[src/rtl/seqdet_rr_sched.sv]
// Shared serial pattern detector: one match engine time-multiplexed across NCH bit channels
// by a round-robin arbiter, with per-channel history saved between grants.
module seqdet_rr_sched #(
    parameter int                 NCH     = 4,
    parameter int                 PAT_LEN = 5,
    parameter logic [PAT_LEN-1:0] PATTERN = 5'b11011,
    localparam int                CW      = (NCH > 1) ? $clog2(NCH) : 1
) (
    input  logic           clk,
    input  logic           rst,
    input  logic [NCH-1:0] in_valid,
    input  logic [NCH-1:0] in_bit,
    output logic [NCH-1:0] in_ready,
    input  logic [NCH-1:0] flush,
    output logic           match_valid,
    output logic [CW-1:0]  match_ch,
    output logic [CW-1:0]  grant_ch,
    output logic           grant_valid
);
    localparam int LW = $clog2(PAT_LEN + 1);

    logic [NCH-1:0]     full;
    logic [NCH-1:0]     hold;
    logic [PAT_LEN-1:0] hist [NCH];
    logic [LW-1:0]      len  [NCH];
    logic [CW-1:0]      ptr;

    logic               arb_found;
    logic [CW-1:0]      arb_ch;
    logic [PAT_LEN-1:0] win;
    logic               hit;

    // Scan downward from the farthest offset so the closest full channel at/after ptr wins.
    always_comb begin
        int            idx;
        logic [CW-1:0] cidx;
        arb_found = 1'b0;
        arb_ch    = '0;
        idx       = 0;
        cidx      = '0;
        for (int k = NCH - 1; k >= 0; k--) begin
            idx  = (int'(ptr) + k) % NCH;
            cidx = CW'(idx);
            if (full[cidx]) begin
                arb_found = 1'b1;
                arb_ch    = cidx;
            end
        end
    end

    // A flush on the chosen channel kills the grant outright, so the pointer holds too.
    assign grant_valid = arb_found & ~rst & ~flush[arb_ch];
    assign grant_ch    = grant_valid ? arb_ch : '0;

    assign win = {hist[grant_ch][PAT_LEN-2:0], hold[grant_ch]};
    assign hit = grant_valid && (win == PATTERN) && (len[grant_ch] >= LW'(PAT_LEN - 1));

    always_comb begin
        in_ready = '0;
        for (int i = 0; i < NCH; i++) begin
            in_ready[i] = ~rst & ~flush[i] & (~full[i] | (grant_valid & (grant_ch == CW'(i))));
        end
    end

    always_ff @(posedge clk) begin
        for (int i = 0; i < NCH; i++) begin
            if (in_valid[i] && in_ready[i]) begin
                hold[i] <= in_bit[i];
            end
        end
    end

    always_ff @(posedge clk) begin
        if (rst) begin
            full        <= '0;
            ptr         <= '0;
            match_valid <= 1'b0;
            match_ch    <= '0;
            for (int i = 0; i < NCH; i++) begin
                hist[i] <= '0;
                len[i]  <= '0;
            end
        end else begin
            match_valid <= hit;
            match_ch    <= hit ? grant_ch : '0;
            if (grant_valid) begin
                hist[grant_ch] <= win;
                if (len[grant_ch] != LW'(PAT_LEN)) begin
                    len[grant_ch] <= len[grant_ch] + 1'b1;
                end
                full[grant_ch] <= 1'b0;
                ptr            <= (grant_ch == CW'(NCH - 1)) ? '0 : grant_ch + 1'b1;
            end
            // Later assignments win: refill beats the grant's clear, flush beats both.
            for (int i = 0; i < NCH; i++) begin
                if (flush[i]) begin
                    hist[i] <= '0;
                    len[i]  <= '0;
                    full[i] <= 1'b0;
                end else if (in_valid[i] && in_ready[i]) begin
                    full[i] <= 1'b1;
                end
            end
        end
    end
endmodule

[config.mk]
export PLATFORM = sky130hd
export DESIGN_NAME = seqdet_rr_sched
export DESIGN_NICKNAME = d
export VERILOG_FILES = /design/src/rtl/seqdet_rr_sched.sv
export SDC_FILE = /design/constraint.sdc
export NUM_CORES = 1
export LEC_CHECK = 0
export ABC_AREA = 1
export BUFFER_PORTS_ARGS = -buffer_cell sky130_fd_sc_hd__buf_2
export CAP_MARGIN = 10
export CORE_MARGIN = 1
export CORE_UTILIZATION = 55
export CTS_CLUSTER_SIZE = 20
export DETAILED_ROUTE_END_ITERATION = 10
export PLACE_DENSITY = 0.79
export SKIP_CTS_REPAIR_TIMING = 1
export SYNTH_ARGS = -nofsm -noshare
export SYNTH_HDL_FRONTEND = slang
export SYNTH_SLANG_ARGS = --single-unit
[constraint.sdc]
create_clock -name clk -period 6.85 [get_ports clk]
set_input_delay 0.3425 -clock clk [delete_from_list [all_inputs] [get_ports clk]]
set_output_delay 0.3425 -clock clk [all_outputs]
set_load 0.005 [all_outputs]
==> flow_metrics.tcl, run 1 <==
set metrics [dict create \
    outcome "complete, no violations" \
    post-route-drc-count 0 \
    hold_depth 1 \
    syn2layout_area_growth_pct 9.39 \
    die_w_um 66.4 \
    yosys.area.top_type_share_pct 42.2 \
    power_density_nw_per_um2 262 \
    cts_made_buffers 5 \
    multiInputGateArea_um2 956 \
    yosys.area.top_type "edfxtp_1" \
    period_minus_slack_ps 3880 \
    startpoint_type "register" \
    grt_pass1_wl_um 7310 \
    syn_inst 274 \
    ys.flop_type "edfxtp_1" \
    max_clock_freq_mhz 258 \
    ff2ff_path_depth 18 \
    final-instance-count-excl-fill 349 \
    wl_per_cell_um 12.6 \
    drive_above_1_share_pct 19.4 \
    reg2reg_from "ptr[0]" \
    clkSinkCount 41 \
    grt_overflow 0 \
    synth_area_leaders "edfxtp_1 (42%), nand2_1 (11%), nor2_1 (9.9%)" \
    htree_num_levels 2 \
    synthArstFlopShare_pct 0 \
    fin_util_pct 62.3 \
    num_vias 1786 \
    syn_avg_cell_area_um2 8.32 \
    gr-usage-all-layers_pct 23.0 \
    worstSetupEndpointType "output pin" \
    max_slew_margin_pct 43.9 \
    dieArea_um2 4400 \
    grt_pass1_vias 1612 \
    min_delay_worst_endpoint "hold[1]" \
    drt_iter0_drc 156 \
    synth-edff-count 32 \
    cts-root-buf "clkbuf_8" \
    die_h_um 66.4 \
    placed_cells 341 \
    crit_slowest_cell "nor2_1" \
    ys_types 29 \
    antenna_cells 0 \
    tritoncts "done" \
    crit_fanout 13 \
    slew_violations 0 \
    start_util_pct 57.0 \
    crit_arrival_ps 3540 \
    regArea_um2 1140 \
    synth_fp_nets 294 \
    row_count 23 \
    insertion_delay_ps 290 \
    postRouteAntennaNets 0 \
    hp-class "in -> reg" \
    port_buffers 23 \
    worstHoldStart "in_bit[1]" \
    coreArea_um2 4000 \
    worst_pin_slew_ps 839 \
    setup_violations 0 \
    path_clk_slew_ps 70 \
    ir_drop_mv 0.155 \
    viasPerCell 5.12 \
    yosysWarningCount 0 \
    synthTopCellsByCount "nand2_1 (67), nor2_1 (60), edfxtp_1 (32)" \
    regToRegSetupSlack_ps 3040 \
    rr_endpoint "len[3][0]" \
    cpMostUsedCell "nand2_1" \
    cp_slowest_stage_delay_ps 670 \
    final_cell_area_um2 2490 \
    seq_area_frac_synth_pct 50.1 \
    synth.most_common_cell "nand2_1" \
    setup_tns_ps 0 \
    synth-seq-cells 41 \
    clockBufferDepth 2 \
    io_pins 24 \
    syn_area_um2 2280 \
    critical_path_required_ps 6510 \
    postPlaceCellArea_um2 2400 \
    power.leakage_nw 1.15 \
    rsz0062_at_grt "no" \
    antenna_found_initial 0 \
    finalNetCount 318 \
    hold_viol 0 \
    grt_max_degree 18 \
    nFillCells 345 \
    place.gp.congestion 0.853 \
    drt_wl_total_um 4410 \
    drv_cap 0 \
    path_class "reg -> out" \
    crit_chain "inv_1 -> nand2_1 -> nand3_1 -> nand2_1 -> nand3_2 -> nand2_1 -> nand2_1 -> nand2_2 -> nand2_1 -> nand3_2 -> nand3_2 -> nor2_1 -> ha_1 -> nand2_2 -> inv_1 -> nor2_1 -> nor2_1 -> buf_2" \
    dr.pass1.iters 5 \
    hpwl_um 3390 \
    fin_skew_ps 6.91 \
    min_period_over_period_pct 56.7 \
]
[flip-flops by register name, indices dropped and copies added (netlist names)]
register	count
match_valid	1
ptr	2
match_ch	2
full	4
len	12
hist	16
hold	4
[critical path, delay by kind of cell (launching register included)]
| kind | cells | cell delay (ps) |
|---|---|---|
| buf+inv | 3 | 420 |
| simple gates | 14 | 2010 |
| fa+ha+maj | 1 | 290 |
| flops | 1 | 530 |
[cell type report]
cell class / count / area share [%]
clock buffer: 8 / 3.61
inverter: 34 / 5.12
multi-input combinational: 193 / 38.4
sequential: 41 / 45.8
tap: 50 / 2.51
timing repair buffer: 23 / 4.62
[cells in the final DEF, fill, tap and decap left out, types with 6 or more instances in the layout]
cell	instances
clkbuf_8	6
buf_2	23
nand2_1	67
nand2_2	13
edfxtp_1	32
nand3_2	6
dfxtp_1	9
ha_1	6
nand3_1	18
nor2_1	60
inv_1	31
[where the power goes]
group | switching (W) | total, W | leakage (nW) | internal, W
registers | 0.00000886 | 0.000297 | 0.422 | 0.000288
clock network | 0.0000799 | 0.000162 | 0.0455 | 0.0000822
logic | 0.000134 | 0.000195 | 0.684 | 0.0000611
[per-layer routing]
metal	up-vias	track usage (%)	routed length (um)
li1	921	-	-
met1	802	30.4	1910
met2	52	36.1	2150
met3	11	4.31	277
met4	0	11.4	73
met5	-	0	0
[worst max-delay path by stage]
stage                  endpoint  cells after the start  startpoint
floorplan             len[0][0]                     18      ptr[0]
global placement      len[2][0]                     18      ptr[0]
detailed placement    len[2][1]                     18      ptr[0]
CTS                 in_ready[3]                     18      ptr[0]
global route          len[1][0]                     18      ptr[0]
finish              in_ready[3]                     18      ptr[0]
[through the flow]
stage / hold WS [ps] / setup WS, ps / power, W
global placement: 519 / 3150 / 0.000494
floorplan: 421 / 4120 / 0.000463
detailed placement: 521 / 3040 / 0.000497
CTS: 217 / 2950 / 0.000655
global route: 210 / 2470 / 0.000691
finish: 224 / 2970 / 0.000654
[cells by family after synthesis]
logic type               Yosys count  share of synthesized area (%)
AO/OA/AOI/OAI                     12                           3.35
adder cells (fa/ha/maj)            6                           3.29
XOR/XNOR                           1                          0.714
buffers and inverters             40                           7.96
flip-flops                        41                           50.1
AND/OR/NAND/NOR                  174                           34.6
(Power assumes the default switching activity.)
==> run 2, diff against run 1 <==
--- a/config.mk
+++ b/config.mk
@@ -5,7 +5,7 @@
 export SDC_FILE = /design/constraint.sdc
 export NUM_CORES = 1
 export LEC_CHECK = 0
-export ABC_AREA = 1
+export ABC_AREA = 0
 export BUFFER_PORTS_ARGS = -buffer_cell sky130_fd_sc_hd__buf_2
 export CAP_MARGIN = 10
 export CORE_MARGIN = 1
==> constraint.sdc (replaced) <==
create_clock -name clk -period 4.05 [get_ports clk]
set_input_delay 0.2025 -clock clk [delete_from_list [all_inputs] [get_ports clk]]
set_output_delay 0.2025 -clock clk [all_outputs]
set_load 0.005 [all_outputs]
==> run 2 against run 1 <==
Compared with the run above: global-route usage is 6.4 points higher; routed wire length is 39% higher; via count increased by 17%; core utilization up 2.9 points; flip-flop and latch count unchanged; clock power is 99% higher; sequential share of layout area is 3.3 points lower; largest cell class is now multi-input gates; combinational power fell by 14%; design area is 7.7% higher.
==> flow_metrics.tcl, run 2 <==
set metrics [dict create \
    dieArea_um2 4660 \
    final-instance-count-excl-fill 314 \
    hpwl_um 4590 \
    coreArea_um2 4120 \
    reg2reg_from "full[2]" \
    place.gp.congestion 0.987 \
    insertion_delay_ps 300 \
    io_pins 24 \
    fin_skew_ps 11.1 \
    yosys.area.top_type_share_pct 39.8 \
    syn2layout_area_growth_pct 11.1 \
    gr-usage-all-layers_pct 29.4 \
    postRouteAntennaNets 0 \
    crit_arrival_ps 3220 \
    period_minus_slack_ps 3180 \
    syn_area_um2 2410 \
    max_slew_margin_pct 57.9 \
    worstSetupEndpointType "register" \
    path_class "reg -> reg" \
    placed_cells 306 \
    clkSinkCount 41 \
    crit_fanout 13 \
    syn_avg_cell_area_um2 10.2 \
    die_h_um 68.3 \
    setup_tns_ps 0 \
    regArea_um2 1140 \
    num_vias 2081 \
    antenna_found_initial 0 \
    grt_pass1_wl_um 9470 \
    grt_pass1_vias 1884 \
    min_period_over_period_pct 78.5 \
    synthTopCellsByCount "edfxtp_1 (32), nor2_1 (30), a21oi_1 (18)" \
    ff2ff_path_depth 9 \
    grt_overflow 0 \
    seq_area_frac_synth_pct 47.3 \
    row_count 23 \
    synth.most_common_cell "edfxtp_1" \
    grt_max_degree 16 \
    min_delay_worst_endpoint "hold[1]" \
    yosysWarningCount 0 \
    finalNetCount 283 \
    hp-class "in -> reg" \
    multiInputGateArea_um2 1220 \
    synth_fp_nets 257 \
    cts_made_buffers 5 \
    hold_viol 0 \
    worstHoldStart "in_bit[1]" \
    drt_iter0_drc 242 \
    top_regs "hist (16), len (12)" \
    synth_area_leaders "edfxtp_1 (40%), dfxtp_1 (7.5%), nor2_1 (4.7%)" \
    worst_pin_slew_ps 631 \
    slew_violations 0 \
    tritoncts "done" \
    top_register "hist" \
    power_density_nw_per_um2 364 \
    final_cell_area_um2 2680 \
    drt_wl_total_um 6120 \
    outcome "complete, no violations" \
    ys.flop_type "edfxtp_1" \
    critical_path_required_ps 4090 \
    rr_endpoint "len[3][2]" \
    port_buffers 23 \
    syn_inst 237 \
    final_common_cell "edfxtp_1" \
    clockBufferDepth 2 \
    post-route-drc-count 0 \
    hold_depth 1 \
    viasPerCell 6.63 \
    mostFrequentLayoutCells "edfxtp_1 (32), nor2_1 (30), buf_2 (23), a21oi_1 (18), nand2_1 (15)" \
    rsz0062_at_grt "no" \
    synth-edff-count 32 \
    holdWs_ps 67.8 \
    nFillCells 328 \
    antenna_cells 0 \
    startpoint_type "register" \
    setup_violations 0 \
    htree_num_levels 2 \
    regToRegSetupSlack_ps 870 \
    largest_reg_flops 16 \
    die_w_um 68.3 \
    postPlaceCellArea_um2 2580 \
    yosys.area.top_type "edfxtp_1" \
    path_clk_slew_ps 80 \
    ys_types 60 \
    dr.pass1.iters 5 \
    ir_drop_mv 0.254 \
    synthArstFlopShare_pct 0 \
    wl_per_cell_um 19.5 \
    cts-root-buf "clkbuf_8" \
    power.total_w 0.000978 \
    drv_cap 0 \
    power.leakage_nw 0.997 \
    start_util_pct 58.7 \
    synth-seq-cells 41 \
    drive_above_1_share_pct 18.6 \
    max_clock_freq_mhz 315 \
]
## run 2: cell types whose count changed in the layout (fill, tap and decap cells not counted), sizes merged, moves of 6 or more
cell	before	now
and4	0	6
nor2	62	31
nand3	24	8
a21oi	2	18
nor3	0	12
inv	34	8
nand2	80	16
## run 2: report_power, final
| group | switching [W] | total (W) | internal, W |
|---|---|---|---|
| Combinational | 0.000107 | 0.000168 | 0.0000606 |
| Sequential | 0.0000139 | 0.000488 | 0.000474 |
| Clock | 0.000140 | 0.000323 | 0.000183 |
## run 2: how the worst max path moves through the flow
stage                   to  startpoint  slack, ps  cells past startpoint
6_report         len[3][2]     full[2]        870                      9
5_1_grt          len[3][0]     full[2]        650                      9
4_1_cts        in_ready[1]     full[2]        900                     10
3_5_place_dp     len[3][0]     full[2]        960                      9
3_3_place_gp     len[3][0]     full[0]       1140                      9
2_1_floorplan    len[0][0]     full[2]       1030                     11
## run 2: kinds of logic (layout without fill, tap and decap cells)
group | count (synthesis) | in the layout | share of synthesized area, %
AO/OA/AOI/OAI | 67 | 67 | 21.6
adder cells (fa/ha/maj) | 6 | 6 | 3.11
buffers and inverters | 13 | 40 | 2.23
flip-flops | 41 | 41 | 47.3
multiplexers | 4 | 4 | 1.87
AND/OR/NAND/NOR | 106 | 106 | 24.0
## run 2: cell type report
cell class	count	share of cell area (%)
Sequential cell	41	42.5
Inverter	8	1.12
Tap cell	50	2.33
Clock inverter	2	1.31
Clock buffer	6	2.70
Multi-Input combinational cell	183	45.5
Timing Repair Buffer	24	4.57
## run 2: stage by stage
| stage | util, % | setup WS, ps |
|---|---|---|
| final | 65.2 | 872 |
| after CTS | 65.2 | 902 |
| after detailed placement | 62.6 | 965 |
| after floorplan | - | 1030 |
| after global placement | 62.6 | 1140 |
| after global routing | 65.2 | 651 |
## run 2: critical path: stages, from the launching register on
cell      delay, ps
dfxtp_1         470
or2b_1          290
o211ai_1        160
nand2_1         280
o211a_1         450
a21oi_1         270
or2_2           170
ha_1            220
nand3_2         180
a311o_1         450
## run 2: metal layers
layer | up-vias | GRT usage, % | share of wire [%]
met5 | - | 0 | 0
met4 | 0 | 12.5 | 2.2
met3 | 13 | 7.50 | 8.4
met2 | 97 | 45.1 | 47
met1 | 1001 | 39.2 | 43
li1 | 970 | - | -
